## src/rtl/muldiv_controller.sv

```systemverilog
// muldiv_controller: runs one MULT or DIV at a time on the shared HI/LO path,
// with divide-by-zero screening, abort and a run-cycle watchdog.
module muldiv_controller #(
   parameter int TIMEOUT = 40
) (
   input  logic        clk,
   input  logic        reset,
   input  logic        req,
   input  logic        op,
   input  logic [31:0] b_operand,
   input  logic        abort,
   input  logic        mult_done,
   input  logic        div_done,
   output logic        mult_on,
   output logic        div_on,
   output logic        hi_src,
   output logic        lo_src,
   output logic        hi_write,
   output logic        lo_write,
   output logic        busy,
   output logic        done,
   output logic        div_zero,
   output logic        timeout,
   output logic [7:0]  cycles
);

   typedef enum logic [2:0] {
      S_IDLE,
      S_RUN,
      S_WRITE,
      S_ZERO,
      S_FAULT
   } state_t;

   localparam logic [7:0] RUN_LAST = 8'(TIMEOUT - 1);

   state_t     state_q, state_d;
   logic       op_q, op_d;
   logic       src_q, src_d;
   logic [7:0] cnt_q, cnt_d;
   logic [7:0] cyc_q, cyc_d;
   logic       sel_done;

   always_ff @(posedge clk or negedge reset) begin
      if (!reset) begin
         state_q <= S_IDLE;
         op_q    <= 1'b0;
         src_q   <= 1'b0;
         cnt_q   <= 8'd0;
         cyc_q   <= 8'd0;
      end else begin
         state_q <= state_d;
         op_q    <= op_d;
         src_q   <= src_d;
         cnt_q   <= cnt_d;
         cyc_q   <= cyc_d;
      end
   end

   always_comb begin
      state_d  = state_q;
      op_d     = op_q;
      src_d    = src_q;
      cnt_d    = cnt_q;
      cyc_d    = cyc_q;
      mult_on  = 1'b0;
      div_on   = 1'b0;
      hi_write = 1'b0;
      lo_write = 1'b0;
      done     = 1'b0;
      div_zero = 1'b0;
      timeout  = 1'b0;
      // the idle unit's completion flag never counts
      sel_done = op_q ? div_done : mult_done;
      unique case (state_q)
         S_IDLE: begin
            if (req && !abort) begin
               if (op && b_operand == 32'd0) begin
                  state_d = S_ZERO;
               end else begin
                  state_d = S_RUN;
                  op_d    = op;
                  src_d   = ~op;
                  cnt_d   = 8'd0;
               end
            end
         end
         S_RUN: begin
            mult_on = ~op_q;
            div_on  = op_q;
            if (abort) begin
               state_d = S_IDLE;
            end else if (sel_done) begin
               state_d = S_WRITE;
               cyc_d   = cnt_q + 8'd1;
            end else if (cnt_q == RUN_LAST) begin
               state_d = S_FAULT;
            end else begin
               cnt_d = cnt_q + 8'd1;
            end
         end
         S_WRITE: begin
            state_d  = S_IDLE;
            hi_write = ~abort;
            lo_write = ~abort;
            done     = ~abort;
         end
         S_ZERO: begin
            state_d  = S_IDLE;
            div_zero = ~abort;
         end
         S_FAULT: begin
            state_d = S_IDLE;
            timeout = ~abort;
         end
         default: state_d = S_IDLE;
      endcase
   end

   assign busy   = (state_q != S_IDLE);
   assign hi_src = src_q;
   assign lo_src = src_q;
   assign cycles = cyc_q;

endmodule

```

## config.mk

```make
export PLATFORM = sky130hd
export DESIGN_NAME = muldiv_controller
export DESIGN_NICKNAME = d
export VERILOG_FILES = /design/src/rtl/muldiv_controller.sv
export SDC_FILE = /design/constraint.sdc
export NUM_CORES = 1
export LEC_CHECK = 0
export ABC_AREA = 1
export ABC_CLOCK_PERIOD_IN_PS = 1250
export CAP_MARGIN = 20
export CORE_MARGIN = 1
export CORE_UTILIZATION = 30
export CTS_CLUSTER_DIAMETER = 100
export DETAILED_ROUTE_END_ITERATION = 12
export PLACE_DENSITY = 0.71
export SLEW_MARGIN = 5
export SYNTH_ARGS = -nofsm -noshare
export SYNTH_HDL_FRONTEND = slang
export SYNTH_SLANG_ARGS = --single-unit
export TNS_END_PERCENT = 1
```

## constraint.sdc

```tcl
create_clock -name clk -period 1.25 [get_ports clk]
set_input_delay 0.375 -clock clk [delete_from_list [all_inputs] [get_ports clk]]
set_output_delay 0.375 -clock clk [all_outputs]
set_load 0.03 [all_outputs]
```

==> results.yml <==
status:
  outcome: "finished, violations left"
  violations: "negative setup slack"
cells_and_area:
  drive_gt1_share_pct: 29.48
  area_delta_synth_final_pct: 70.46
  finalNonFillerCells: 318
  final_area_mm2: 0.002231
  final_common_cell: "nand2_1"
  num_antenna_cells: 0
  fin_nets: 309
  layout_common_cells: "nand2_1 (65), clkdlybuf4s50_1 (37), nor2_1 (34), buf_4 (32), dfrtp_1 (20)"
  nFillCells: 384
  post-route-util_pct: 54.59
clocking:
  cts_num_sinks: 21
  cts_root_buf: "clkbuf_8"
  cts-buffers-inserted: 3
  cts.path.max_buffers: 2
  postCtsHoldBufs: 0
  cts_tree: "done"
  insertion_delay_ns: 0.25
  htree_levels: 1
  clkTransAtPathRegs_ns: 0.07
synthesis:
  synthMuxAreaShare_pct: 0
  yosys.area_share.simple_pct: 42.45
  synthXorXnorAreaFrac_pct: 3.346
  synth_fa_ha_area_share_pct: 0.9560
  syn_area_per_cell_um2: 6.999
  yosys.area.top_type: "dfrtp_1"
  synth_top_family_by_area: "simple AND/OR/NAND/NOR gates"
  yosysUniqueCellTypes: 27
  synth_compound_area_share_pct: 4.111
  netlist_area_mm2: 0.001309
  yosysSeqAreaShare_pct: 40.15
  yosys_warnings: 0
  synth_nets: 227
  synth_top_area_share_pct: 40.15
  synth_area_leaders: "dfrtp_1 (40%), nand2_1 (19%), nor2_1 (11%)"
  ys_ff_latch: 21
  synthCells: 187
job:
  cap_violations: 0
sta:
  hold_ws_ns: 0.4553
  slew_viol_final: 0
  finalHoldViolCount: 0
  clock_skew_ns: 0.001052
  worst_slack_ns: -0.4352
  finalCriticalPeriod_ns: 1.685
  setup_tns_ns: -5.533
  tightestPinTransition_ns: 0.2537
  slew-limit-headroom_pct: 82.96
  maxClockFrequency_ghz: 0.5934
  finalCritPeriodShare_pct: 134.8
  grt_setup_unrepaired: "true"
  final-setup-viol-count: 27
global_routing:
  antenna_found_initial: 0
  grt_pass1_vias: 1289
  grt_pass1_wl_um: 5526
  grt_max_degree: 22
  grt_use_total_pct: 15.57
  grt_overflow_total: 0
worst_setup_path:
  path_delay_family: "flip-flops"
  crit_arrival_ns: 1.31
  worstPathCellList: "buf_6, nor4_4, buf_4"
  required_ns: 0.88
  critPathLaunchType: "flip-flop"
  cp-end-kind: "output port"
  crit_slowest_cell: "dfrtp_2"
  slowest_delay_ns: 0.42
  path_class: "flip-flop to output port"
  cp_max_fo: 3
  path_buf_inv: 2
detailed_routing:
  dr.pass1.iters: 4
  drc: 0
  ant_nets: 0
  totalWireLength_um: 3481
  num_vias: 1411
  drt_iter0_drc: 52
  drt-vias-per-instance: 4.437
  wl_per_cell_um: 10.95
floorplanning:
  fp.dieW_um: 68.05
  rows: 23
  initial_core_util_pct: 32.03
  pin_count: 57
  die-area_mm2: 0.004631
  core_mm2: 0.004086
  die_h_um: 68.05
pwr:
  power.density_mw_per_mm2: 1304
  p_leak_nw: 1.103
  finalPower_mw: 2.910
  vdd_ir_drop_max_uv: 690.7
placement:
  dp_hpwl_um: 2807
  dp.cells: 310
  place.gp.congestion: 0.8491
  pre_cts_slack_ns: -0.6217
  io_buffers: 56
  placed_cell_area_mm2: 0.002053
worst_hold_path:
  hold_class: "primary input to async pin"
-- area by class of cell --
| class | instances | area [um2] | area share [%] |
|---|---|---|---|
| clock buffers | 4 | 45.04 | 2.019 |
| inverters | 18 | 70.07 | 3.141 |
| repair buffers | 83 | 774.5 | 34.72 |
| flip-flops and latches | 21 | 526.8 | 23.61 |
| multi-input cells | 142 | 752.0 | 33.71 |
| well taps | 50 | 62.56 | 2.804 |
-- registers in the layout, summed over array words and instances, names as in the netlist --
signal   count
state_q      3
hi_src       1
op_q         1
cnt_q        8
cycles       8
-- power breakdown --
group,internal (mW),switching [mW]
registers,0.794,0.0901
logic,0.727,0.863
clock network,0.227,0.209
-- synth_stat cells --
cell     number
nor4_1        3
o21ai_1       8
a21oi_1       1
nor2_2        3
nand2_2       2
nand2_4       2
nand3_2       1
and2_1        1
buf_4         3
nand2_1      66
nor3_1        1
dfrtp_1      21
nor2_1       37
xor2_1        2
buf_2         1
buf_6         2
inv_2         5
nand4_1       2
a21oi_2       1
nor3_2        1
nor2_8        1
inv_1        13
and2_0        1
and3_1        1
nand3_1       4
xnor2_1       3
ha_1          1
-- worst paths after layout --
kind                                 start    endpoint  slack, ns  cells after the start
worst min register to register   cycles[6]   cycles[6]       0.49                      2
worst min-delay path                 reset   cycles[0]       0.46                      2
max in group asynchronous            reset  state_q[0]       0.65                      2
worst max-delay path            state_q[0]    hi_write      -0.44                      3
worst max register to register  state_q[0]    cnt_q[7]      -0.20                     10
min in group clk                 cycles[6]   cycles[6]       0.49                      2
-- metal layers --
layer	global-route usage, %	vias to the layer above	share of wire, %
met4	6.250	0	2.1
met1	18.70	639	43
met2	28.06	27	52
met3	1.500	10	2.7
met5	0	-	0
li1	-	735	-
-- logic make-up after synthesis --
group | Yosys count
buf+inv | 24
simple gates | 126
xor+xnor | 5
flops | 21
fa+ha+maj | 1
compound gates | 10
-- timing repair --
| item | 4_1_cts | 5_1_grt |
|---|---|---|
| setup endpoints to repair | 29 | 31 |
| buffers inserted | 4 | 0 |
| gates resized for setup | 16 | 14 |
| pin swaps | 5 | 6 |
(Power assumes the default switching activity.)
